[config.mk]
export PLATFORM = sky130hd
export DESIGN_NAME = pcileech_led_ctl
export DESIGN_NICKNAME = d
export VERILOG_FILES = /design/src/rtl/pcileech_led_pkg.sv /design/src/rtl/pcileech_led_timebase.sv /design/src/rtl/pcileech_led_ctl.sv
export SDC_FILE = /design/constraint.sdc
export NUM_CORES = 1
export LEC_CHECK = 0
export CAP_MARGIN = 30
export CORE_MARGIN = 3
export CORE_UTILIZATION = 62
export CTS_CLUSTER_SIZE = 40
export DETAILED_ROUTE_END_ITERATION = 6
export GPL_ROUTABILITY_DRIVEN = 0
export GPL_TIMING_DRIVEN = 0
export PLACE_DENSITY = 0.95
export SYNTH_ARGS = -nofsm -noshare
export SYNTH_HDL_FRONTEND = slang
export SYNTH_SLANG_ARGS = --single-unit
[constraint.sdc]
create_clock -name clk -period 4.12 [get_ports clk]
set_input_delay 0.824 -clock clk [delete_from_list [all_inputs] [get_ports clk]]
set_output_delay 0.824 -clock clk [all_outputs]
set_load 0.02 [all_outputs]
[src/rtl/pcileech_led_pkg.sv]
// Shared types for the status-LED controller.
// Mode encoding for each LED channel.
package pcileech_led_pkg;

    localparam int LED_MODE_W = 3;

    typedef enum logic [LED_MODE_W-1:0] {
        LED_OFF   = 3'd0,
        LED_ON    = 3'd1,
        LED_LEVEL = 3'd2,
        LED_ACT   = 3'd3,
        LED_SLOW  = 3'd4,
        LED_FAST  = 3'd5,
        LED_GATED = 3'd6,
        LED_RSVD  = 3'd7
    } led_mode_t;

endpackage

[src/rtl/pcileech_led_timebase.sv]
// Millisecond prescaler and blink phase generator.
// Shared by all LED channels.
module pcileech_led_timebase #(
    parameter int TICK_CYCLES   = 100000,
    parameter int BLINK_HALF_MS = 500
) (
    input  logic clk,
    input  logic rst_n,
    output logic tick_ms_o,
    output logic slow_ph_o,
    output logic fast_ph_o
);

    localparam int QTR = BLINK_HALF_MS / 4;
    localparam int PW  = (TICK_CYCLES > 1) ? $clog2(TICK_CYCLES) : 1;
    localparam int MW  = $clog2(BLINK_HALF_MS);
    localparam int QW  = (QTR > 1) ? $clog2(QTR) : 1;

    logic [PW-1:0] pre_q, pre_d;
    logic [MW-1:0] ms_q, ms_d;
    logic [QW-1:0] qtr_q, qtr_d;
    logic          tick_q, tick_d;
    logic          slow_q, slow_d;
    logic          fast_q, fast_d;

    always_comb begin
        pre_d  = pre_q + PW'(1);
        tick_d = 1'b0;
        ms_d   = ms_q;
        qtr_d  = qtr_q;
        slow_d = slow_q;
        fast_d = fast_q;
        if (pre_q == PW'(TICK_CYCLES - 1)) begin
            pre_d  = '0;
            tick_d = 1'b1;
        end
        // Quarter counter stays aligned with ms counter, so its wrap
        // marks every multiple of BLINK_HALF_MS/4.
        if (tick_q) begin
            ms_d  = ms_q + MW'(1);
            qtr_d = qtr_q + QW'(1);
            if (qtr_q == QW'(QTR - 1)) begin
                qtr_d  = '0;
                fast_d = ~fast_q;
            end
            if (ms_q == MW'(BLINK_HALF_MS - 1)) begin
                ms_d   = '0;
                slow_d = ~slow_q;
            end
        end
    end

    always_ff @(posedge clk or negedge rst_n) begin
        if (!rst_n) begin
            pre_q  <= '0;
            tick_q <= 1'b0;
            ms_q   <= '0;
            qtr_q  <= '0;
            slow_q <= 1'b0;
            fast_q <= 1'b0;
        end else begin
            pre_q  <= pre_d;
            tick_q <= tick_d;
            ms_q   <= ms_d;
            qtr_q  <= qtr_d;
            slow_q <= slow_d;
            fast_q <= fast_d;
        end
    end

    assign tick_ms_o = tick_q;
    assign slow_ph_o = slow_q;
    assign fast_ph_o = fast_q;

endmodule

[src/rtl/pcileech_led_ctl.sv]
// Multi-channel status-LED controller: per-channel mode,
// activity stretch, blink and output polarity.
module pcileech_led_ctl
    import pcileech_led_pkg::*;
#(
    parameter int                 NUM_LED       = 6,
    parameter int                 TICK_CYCLES   = 100000,
    parameter int                 STRETCH_MS    = 50,
    parameter int                 BLINK_HALF_MS = 500,
    parameter logic [NUM_LED-1:0] INVERT_MASK   = {NUM_LED{1'b0}}
) (
    input  logic                          clk,
    input  logic                          rst_n,
    input  logic                          led_enable,
    input  logic [LED_MODE_W*NUM_LED-1:0] led_mode,
    input  logic [NUM_LED-1:0]            led_level,
    input  logic [NUM_LED-1:0]            led_act,
    output logic [NUM_LED-1:0]            led_out,
    output logic                          tick_ms
);

    localparam int SW = $clog2(STRETCH_MS + 1);

    logic               tick;
    logic               slow_ph;
    logic               fast_ph;
    logic [NUM_LED-1:0] on;
    logic [NUM_LED-1:0] out_q, out_d;

    pcileech_led_timebase #(
        .TICK_CYCLES  (TICK_CYCLES),
        .BLINK_HALF_MS(BLINK_HALF_MS)
    ) u_timebase (
        .clk      (clk),
        .rst_n    (rst_n),
        .tick_ms_o(tick),
        .slow_ph_o(slow_ph),
        .fast_ph_o(fast_ph)
    );

    for (genvar i = 0; i < NUM_LED; i++) begin : g_ch
        logic [SW-1:0] str_q, str_d;
        logic          on_c;
        led_mode_t     mode;

        assign mode = led_mode_t'(led_mode[LED_MODE_W*i +: LED_MODE_W]);

        // Stretch runs in every mode so reselecting ACT shows it.
        always_comb begin
            str_d = str_q;
            if (led_act[i]) begin
                str_d = SW'(STRETCH_MS);
            end else if (tick && (str_q != '0)) begin
                str_d = str_q - SW'(1);
            end
        end

        always_ff @(posedge clk or negedge rst_n) begin
            if (!rst_n) begin
                str_q <= '0;
            end else begin
                str_q <= str_d;
            end
        end

        always_comb begin
            on_c = 1'b0;
            unique case (mode)
                LED_OFF:   on_c = 1'b0;
                LED_ON:    on_c = 1'b1;
                LED_LEVEL: on_c = led_level[i];
                LED_ACT:   on_c = led_act[i] | (str_q != '0);
                LED_SLOW:  on_c = slow_ph;
                LED_FAST:  on_c = fast_ph;
                LED_GATED: on_c = led_level[i] & slow_ph;
                LED_RSVD:  on_c = 1'b0;
            endcase
        end

        assign on[i] = on_c;
    end

    assign out_d = ({NUM_LED{led_enable}} & on) ^ INVERT_MASK;

    always_ff @(posedge clk or negedge rst_n) begin
        if (!rst_n) begin
            out_q <= INVERT_MASK;
        end else begin
            out_q <= out_d;
        end
    end

    assign led_out = out_q;
    assign tick_ms = tick;

endmodule

# --- Word-level counts from Yosys, hierarchy flattened ---
# Index checks and enable logic that the tools add are counted.
# W data, S select, Z words.
word_totals:
  output_inout_bits: 7
  elab_cells: 136
  regBits: 78
classes:
  bitwise: 15
  mux: 22
  n_reduce_logical: 32
  n_addsub: 9
  n_eq_ne: 45
op_table:
  columns: ["operator", "count"]
  rows:
  - ["$eq A3 B3 Y1 const B", 24]
  - ["$mux W6", 12]
  - ["$pmux W1 S7", 6]
  - ["$eq A3 B2 Y1 const B", 12]
  - ["$reduce_bool A6 Y1", 6]
  - ["$sub A6 B1 Y6 const B", 6]
  - ["$eq A3 B1 Y1 const B", 6]
  - ["$logic_not A3 Y1", 6]
  - ["$add A17 B1 Y17 const B", 1]
  - ["$eq A17 B17 Y1 const B", 1]
  - ["$mux W17", 1]
  - ["$reduce_bool A2 Y1", 6]
  - ["$reduce_or A2 Y1", 6]
  - ["$add A9 B1 Y9 const B", 1]
  - ["$eq A9 B9 Y1 const B", 1]
  - ["$mux W9", 1]
  - ["$add A7 B1 Y7 const B", 1]
  - ["$eq A7 B7 Y1 const B", 1]
  - ["$mux W7", 1]
  - ["$and A1 B1 Y1", 6]
  - ["$and A6 B6 Y6", 1]
  - ["$logic_and A1 B1 Y1", 6]
  - ["$or A1 B1 Y1", 6]
  - ["$reduce_and A2 Y1", 2]
  - ["2 further kinds", 3]

# --- Longest topological paths before layout ---
# Gate-level depths: netlist of the first run.
depth:
  word_depth: 4
  ltp_mapped: 6
  mapped_depth_nobuf: 6

# --- Modules after synthesis ---
# From an unflattened synthesis of the first run, not the netlist that was laid out.
hier_totals:
  hier_cells: 414
  area_unflattened_um2: 4245.3
by_module_without_submodules:
  columns: ["mod", "seq_area_each_um2", "instances", "cells_each", "area_per_inst_um2"]
  rows:
  - ["pcileech_led_ctl", 1051.0, 1, 256, 2514.9]
  - ["pcileech_led_timebase", 900.9, 1, 158, 1730.4]

# --- Least setup slack after synthesis of the first run ---
# No wires, ideal clock.
synth_timing:
  kind: "flip-flop to flip-flop"
  startpoint: "reg g_ch[4].str_q[0]"
  endpoint: "reg g_ch[4].str_q[4]"
  setup_ns: 0.136
  path_buffers: 0
  required_ns: 3.984
  path_stages_with_launch: 7
  slack_ns: 2.243
  arrival_time_ns: 1.741
  cell_sequence: "dfrtp_1 > inv_1 > ha_1 > or3b_4 > o31ai_4 > nor3_1 > or3b_2"
synth_between:
  elab_chain_len: 3
  word_cells_on_any_way: 6
synth_lines:
  columns: ["item", "line", "source"]
  rows:
  - ["start, declared", "pcileech_led_ctl.sv:42", "logic [SW-1:0] str_q, str_d;"]
  - ["start signal, assigned", "pcileech_led_ctl.sv:62", "str_q <= str_d;"]
  - ["$sub A6 B1 Y6 / $reduce_bool A6 Y1 (equally long branches)", "pcileech_led_ctl.sv:54, pcileech_led_ctl.sv:53", null]
  - ["$mux W6 / $logic_and A1 B1 Y1 (equally long branches)", "pcileech_led_ctl.sv:53", "end else if (tick && (str_q != '0)) begin"]
  - ["$mux W6 / $reduce_bool A2 Y1 (equally long branches)", null, null]
# Parallel ways exist; a longest one is shown, timed or not. The select of a mux whose other input is x is not followed.
# A chain may end at the register's enable or synchronous reset.

# --- Worst setup path in the final report of the first run ---
layout_timing:
  startpoint: "reg u_timebase.tick_q, in the netlist u_timebase.tick_ms_o"
  endpoint: "out tick_ms"
layout_rtl:
  columns: ["item", "line", "source"]
  rows:
  - ["start, declared", "pcileech_led_timebase.sv:22", "logic tick_q, tick_d;"]
  - ["start signal, assigned", "pcileech_led_timebase.sv:63", "tick_q <= tick_d;"]
  - ["end, declared", "pcileech_led_ctl.sv:19", "output logic tick_ms"]
# No word-level cell between the ends.

==> results_dict.tcl, run 1 <==
set metrics [dict create \
    synth_top_cell_by_area "dfrtp_1" \
    place_area_um2 4613 \
    path_buf_inv 1 \
    min_period_ns 2.181 \
    p_seq_share_pct 49.8 \
    htree_levels 3 \
    initial_core_util_pct 64.22 \
    multiInputGateArea_um2 2046 \
    drive_above_1_share_pct 7.281 \
    end_kind "primary output" \
    io_pins 40 \
    overflow 0 \
    synth-seq-area-share_pct 47.59 \
    die-area_um2 7627 \
    drv_cap 0 \
    synthMostInstantiatedCell "dfrtp_1" \
    synth_edf_count 0 \
    fp.dieH_um 87.34 \
    vdd_drop_max_mv 0.2823 \
    synth.top_cell.area_share_pct 47.59 \
    synth_nets 458 \
    fmax_ghz 0.4585 \
    crit_type "reg -> out" \
    area_growth_pct 18.24 \
    synth_common_cells "dfrtp_1, nor2_1, xnor2_1" \
    grt_usage_pct 25.65 \
    crit_required_ns 3.30 \
    cts_tree "done" \
    grt_max_degree 70 \
    cts_root_buffer "clkbuf_8" \
    postCtsHoldBufs 0 \
    switching_share_pct 21.49 \
    drt_wl_total_um 8988 \
    crit_family "buffers and inverters" \
    design.core.area_um2 6386 \
    grt_pass1_wl_um 15380 \
    hold_viol_final 0 \
    hold_ws_ns 0.2854 \
    crit_fanout 3 \
    clk_pin_slew_ns 0.09 \
    antenna_found_initial 0 \
    cts_resized 0 \
    cp_data_arrival_time_ns 1.36 \
    crit_slowest_cell "clkdlybuf4s50_1" \
    p_leak_nw 1.968 \
    clkPwrFrac_pct 44.4 \
    outcome "completed" \
    synth_area_per_cell_um2 9.979 \
    vias 3297 \
    synth_area_leaders "dfrtp_1, nor2_1, xnor2_1" \
    netlist_area_um2 4101 \
    synth.distinct_cells 43 \
    drt_iter0_markers 217 \
    synth-seq-cells 78 \
    portBuffers 39 \
    antenna_left 0 \
    min_path_type "in -> async" \
    fill_cells 383 \
    synthCells 411 \
    rows 29 \
    ys_warn_count 0 \
    insertion_delay_ns 0.36 \
    clock_path_buffers 2 \
    synthFlopType "dfrtp_1" \
    setup_viol 0 \
    period_share_pct 52.94 \
    drtPass1Iterations 5 \
    dp_hpwl_um 6326 \
    fin_skew_ns 0.008787 \
    wire_per_inst_um 16.52 \
    p_per_area_nw_per_um2 319.1 \
    via_per_inst 6.061 \
    start_kind "register" \
    power_frac_comb_pct 5.9 \
    post_cts_buffers 0 \
    insertedDiodeCount 0 \
    cts_sinks 78 \
    finalMaxSlewViolations 0 \
    p_int_mw 1.215 \
    async_reset_ff_share_pct 100.0 \
    cts_buffers 9 \
    die_x_um 87.34 \
    seqCellArea_um2 1952 \
    worst_slew_pin_slew_ns 0.8778 \
    drcViolationCount 0 \
    first_global_vias 3367 \
    max-slew-margin-rel_pct 40.99 \
    rsz0062_at_grt "no" \
    nNetsFinal 509 \
    final_area_um2 4850 \
    slowest_delay_ns 0.62 \
    p_sw_mw 0.3326 \
    crit_chain "clkdlybuf4s50_1" \
]
## per-layer routing
layer  up-vias  wire [µm]  global-route usage, %
met5         -          0                      0
met4         0        204                  10.88
met3        24        316                  5.960
met2        91       4672                  42.67
met1      1620       3795                  31.97
li1       1562          -                      -
## power groups by stage
stage               sequential [mW]  combinational [mW]  clock (mW)
CTS                           0.770              0.0919       0.695
global placement              0.786              0.0857           0
detailed placement            0.785              0.0915           0
finish                        0.770              0.0911       0.686
floorplan                     0.791              0.0158           0
global route                  0.771              0.0985       0.730
## cells in the final DEF, fill, tap and decap left out, drive strengths merged, types with 6 or more instances in the layout
master         count
o21ai             21
mux2i              8
clkbuf            12
xnor2             24
ha                14
o22a               6
nor4              11
nand2             17
a211o              6
nor2              57
a21oi             15
or3                7
nand4             17
clkdlybuf4s50     38
nor2b             10
nand2b             7
o211ai             7
xor2              22
inv               22
dfrtp             78
nor3              21
nand3              8
## through the flow
step / std cells / total power [mW] / worst slack (ns) / setup TNS, ns / util [%]
after global placement: 527 / 0.8712 / -0.4437 / -34.25 / 71.85
after floorplan: 411 / 0.8067 / 2.243 / 0 / -
final: 544 / 1.548 / 1.939 / 0 / 75.94
after CTS: 544 / 1.557 / 1.922 / 0 / 75.94
after detailed placement: 528 / 0.8768 / 1.899 / 0 / 72.24
after global routing: 544 / 1.599 / 1.891 / 0 / 75.94
## sequential cells by signal, indices dropped and copies added, names as in the netlist
signal and cells:
u_timebase.ms_q 9, u_timebase.slow_ph_o 1, u_timebase.pre_q 17, g_ch.str_q 36, led_out 6, u_timebase.qtr_q 7, u_timebase.fast_ph_o 1, u_timebase.tick_ms_o 1
## path summary, 6_finish.rpt
path                                       from                    to  slack (ns)  cells past startpoint
max in group asynchronous                 rst_n      g_ch[5].str_q[3]        3.27                      2
min reg2reg                u_timebase.pre_q[14]  u_timebase.pre_q[14]        0.50                      1
max reg2reg                    g_ch[4].str_q[0]      g_ch[4].str_q[4]        2.10                      6
min                                       rst_n      g_ch[1].str_q[2]        0.29                      1
min in group clk           u_timebase.pre_q[14]  u_timebase.pre_q[14]        0.50                      1
max                        u_timebase.tick_ms_o               tick_ms        1.94                      1
## logic make-up after synthesis
group | after synthesis | synth area share [%]
AO/OA/AOI/OAI | 68 | 11.93
XOR/XNOR | 46 | 9.823
adder cells (fa/ha/maj) | 14 | 4.271
buffers and inverters | 27 | 2.532
flip-flops | 78 | 47.59
multiplexers | 9 | 2.227
AND/OR/NAND/NOR | 169 | 21.63
## area by class of cell
| cell class | instances | share of cell area, % |
|---|---|---|
| Sequential cell | 78 | 40.25 |
| Inverter | 22 | 1.703 |
| Clock inverter | 7 | 2.322 |
| Tap cell | 77 | 1.987 |
| Buffer | 5 | 0.4386 |
| Clock buffer | 9 | 2.554 |
| Multi-Input combinational cell | 306 | 42.18 |
| Timing Repair Buffer | 40 | 8.566 |
Power figures use the tool's default switching activity.
==> run 2, diff against run 1 <==
--- a/config.mk
+++ b/config.mk
@@ -7,12 +7,12 @@
 export LEC_CHECK = 0
 export CAP_MARGIN = 30
 export CORE_MARGIN = 3
-export CORE_UTILIZATION = 62
+export CORE_UTILIZATION = 57
 export CTS_CLUSTER_SIZE = 40
 export DETAILED_ROUTE_END_ITERATION = 6
 export GPL_ROUTABILITY_DRIVEN = 0
 export GPL_TIMING_DRIVEN = 0
-export PLACE_DENSITY = 0.95
+export PLACE_DENSITY = 0.9
 export SYNTH_ARGS = -nofsm -noshare
 export SYNTH_HDL_FRONTEND = slang
 export SYNTH_SLANG_ARGS = --single-unit
==> constraint.sdc (replaced) <==
create_clock -name clk -period 2.25 [get_ports clk]
set_input_delay 0.45 -clock clk [delete_from_list [all_inputs] [get_ports clk]]
set_output_delay 0.45 -clock clk [all_outputs]
set_load 0.02 [all_outputs]
==> run 2 against run 1 <==
Effect of this change:
- clock power increased by 42%
- global-route usage decreased by 4.2 points
- core utilization decreased by 5.6 points
- routed wire length decreased by 6.2%
- power increased by 65%
- via count decreased by 1.1%
- worst setup slack got worse by 1.7 ns
- final cell count increased by 3.7%
- combinational power increased by 82%
- non-clock buffer count increased by 1
- first-iteration DRC count decreased by 29%
- critical endpoint is now g_ch[4].str_q[4]
- largest cell class unchanged
- highest routed layer unchanged
==> results_dict.tcl, run 2 (synthesis results as in run 1) <==
set metrics [dict create \
    outcome "completed" \
    design.core.area_um2 6869 \
    worst_slew_pin_slew_ns 0.9281 \
    p_per_area_nw_per_um2 528.8 \
    io_pins 40 \
    reg_top3 "g_ch.str_q x36, u_timebase.pre_q x17, u_timebase.ms_q x9" \
    vdd_drop_max_mv 0.3887 \
    final_core_util_pct 70.29 \
    crit_required_ns 2.48 \
    portBuffers 39 \
    antenna_left 0 \
    mostFrequentLayoutCell "dfrtp_1" \
    grt_pass1_wl_um 14480 \
    rows 30 \
    fmax_ghz 0.4983 \
    period_share_pct 89.19 \
    post_cts_buffers 0 \
    grt_usage_pct 21.42 \
    crit_type "reg -> reg" \
    die_x_um 90.83 \
    top_register "g_ch.str_q" \
    die-area_um2 8249 \
    grt_max_degree 71 \
    largest_register_ffs 36 \
    cts_buffers 9 \
    first_global_vias 3249 \
    crit_fanout 6 \
    rsz0062_at_grt "no" \
    hold_viol_final 0 \
    start_kind "register" \
    cts_root_buffer "clkbuf_8" \
    max-slew-margin-rel_pct 37.61 \
    drt_iter0_markers 153 \
    nNetsFinal 510 \
    cp.depth 6 \
    slowest_delay_ns 0.44 \
    drive_above_1_share_pct 7.265 \
    drt_wl_total_um 8434 \
    p_leak_nw 1.941 \
    antenna_found_initial 0 \
    drtPass1Iterations 4 \
    hold_ws_ns 0.4974 \
    initial_core_util_pct 59.71 \
    dp_hpwl_um 6018 \
    insertedDiodeCount 0 \
    cts_resized 0 \
    cts_tree "done" \
    via_per_inst 5.780 \
    path_buf_inv 1 \
    htree_levels 3 \
    fp.dieH_um 90.83 \
    area_growth_pct 17.72 \
    setup_viol 0 \
    crit_slowest_cell "or3b_2" \
    cp_data_arrival_time_ns 2.24 \
    drcViolationCount 0 \
    vias 3260 \
    end_kind "register" \
    drv_cap 0 \
    postCtsHoldBufs 1 \
    r2r_cells 6 \
    cts_sinks 78 \
    min_path_type "in -> async" \
    finalMaxSlewViolations 0 \
    min_period_ns 2.007 \
    wire_per_inst_um 14.95 \
    insertion_delay_ns 0.35 \
    crit_chain "inv_1 -> ha_1 -> or3b_4 -> o31ai_4 -> nor3_1 -> or3b_2" \
    overflow 0 \
    clock_path_buffers 2 \
    final_cell_mix "dfrtp_1, nor2_1, clkdlybuf4s50_1, xnor2_1" \
    fin_skew_ns 0.01309 \
    crit_family "simple AND/OR/NAND/NOR gates" \
    clk_pin_slew_ns 0.09 \
]
==> run 2: cell types whose count changed in the layout (fill, tap and decap cells not counted), sizes merged <==
cell and change:
clkinvlp +1, bufinv -3, dlygate4sd3 +1, clkinv -1, inv +3
==> run 2: worst paths after layout <==
kind	slack [ns]	startpoint	end
max in group asynchronous	1.17	rst_n	g_ch[2].str_q[1]
setup / recovery	0.24	g_ch[4].str_q[0]	g_ch[4].str_q[4]
setup reg to reg	0.24	g_ch[4].str_q[0]	g_ch[4].str_q[4]
min in group clk	0.50	u_timebase.pre_q[4]	u_timebase.pre_q[4]
hold / removal	0.50	rst_n	g_ch[3].str_q[5]
hold reg to reg	0.50	u_timebase.pre_q[4]	u_timebase.pre_q[4]
==> run 2: power breakdown <==
group	switching, mW	leakage (nW)	internal, mW
sequential	0.00214	0.975	1.41
combinational	0.0786	0.878	0.0873
clock	0.562	0.0881	0.416
==> run 2: per-layer routing <==
metal  track usage, %  share of wire, %  vias to the layer above
met1            27.00                45                     1609
met4            10.55               2.7                        0
met3            3.250               2.9                       20
li1                 -                 -                     1565
met2            36.01                50                       66
met5                0                 0                        -
==> run 2: area by class of cell <==
type / instances / area, µm²
buffer: 5 / 21.27
clock buffer: 9 / 123.9
clock inverter: 7 / 57.56
fill: 504 / 2041
inverter: 22 / 82.58
multi-input combinational: 306 / 2046
sequential: 78 / 1952
tap: 96 / 120.1
timing repair buffer: 41 / 425.4
==> run 2: metrics by stage <==
stage / TNS (ns) / cell area [µm²] / total power, mW / setup slack, ns / cells
final: 0 / 4828 / 2.553 / 0.2431 / 564
after global placement: -149.77 / 4612 / 1.596 / -1.925 / 546
after floorplan: 0 / 4101 / 1.477 / 0.3731 / 411
after CTS: 0 / 4828 / 2.583 / 0.2403 / 564
after detailed placement: 0 / 4637 / 1.604 / 0.2456 / 547
after global routing: 0 / 4828 / 2.652 / 0.08788 / 564
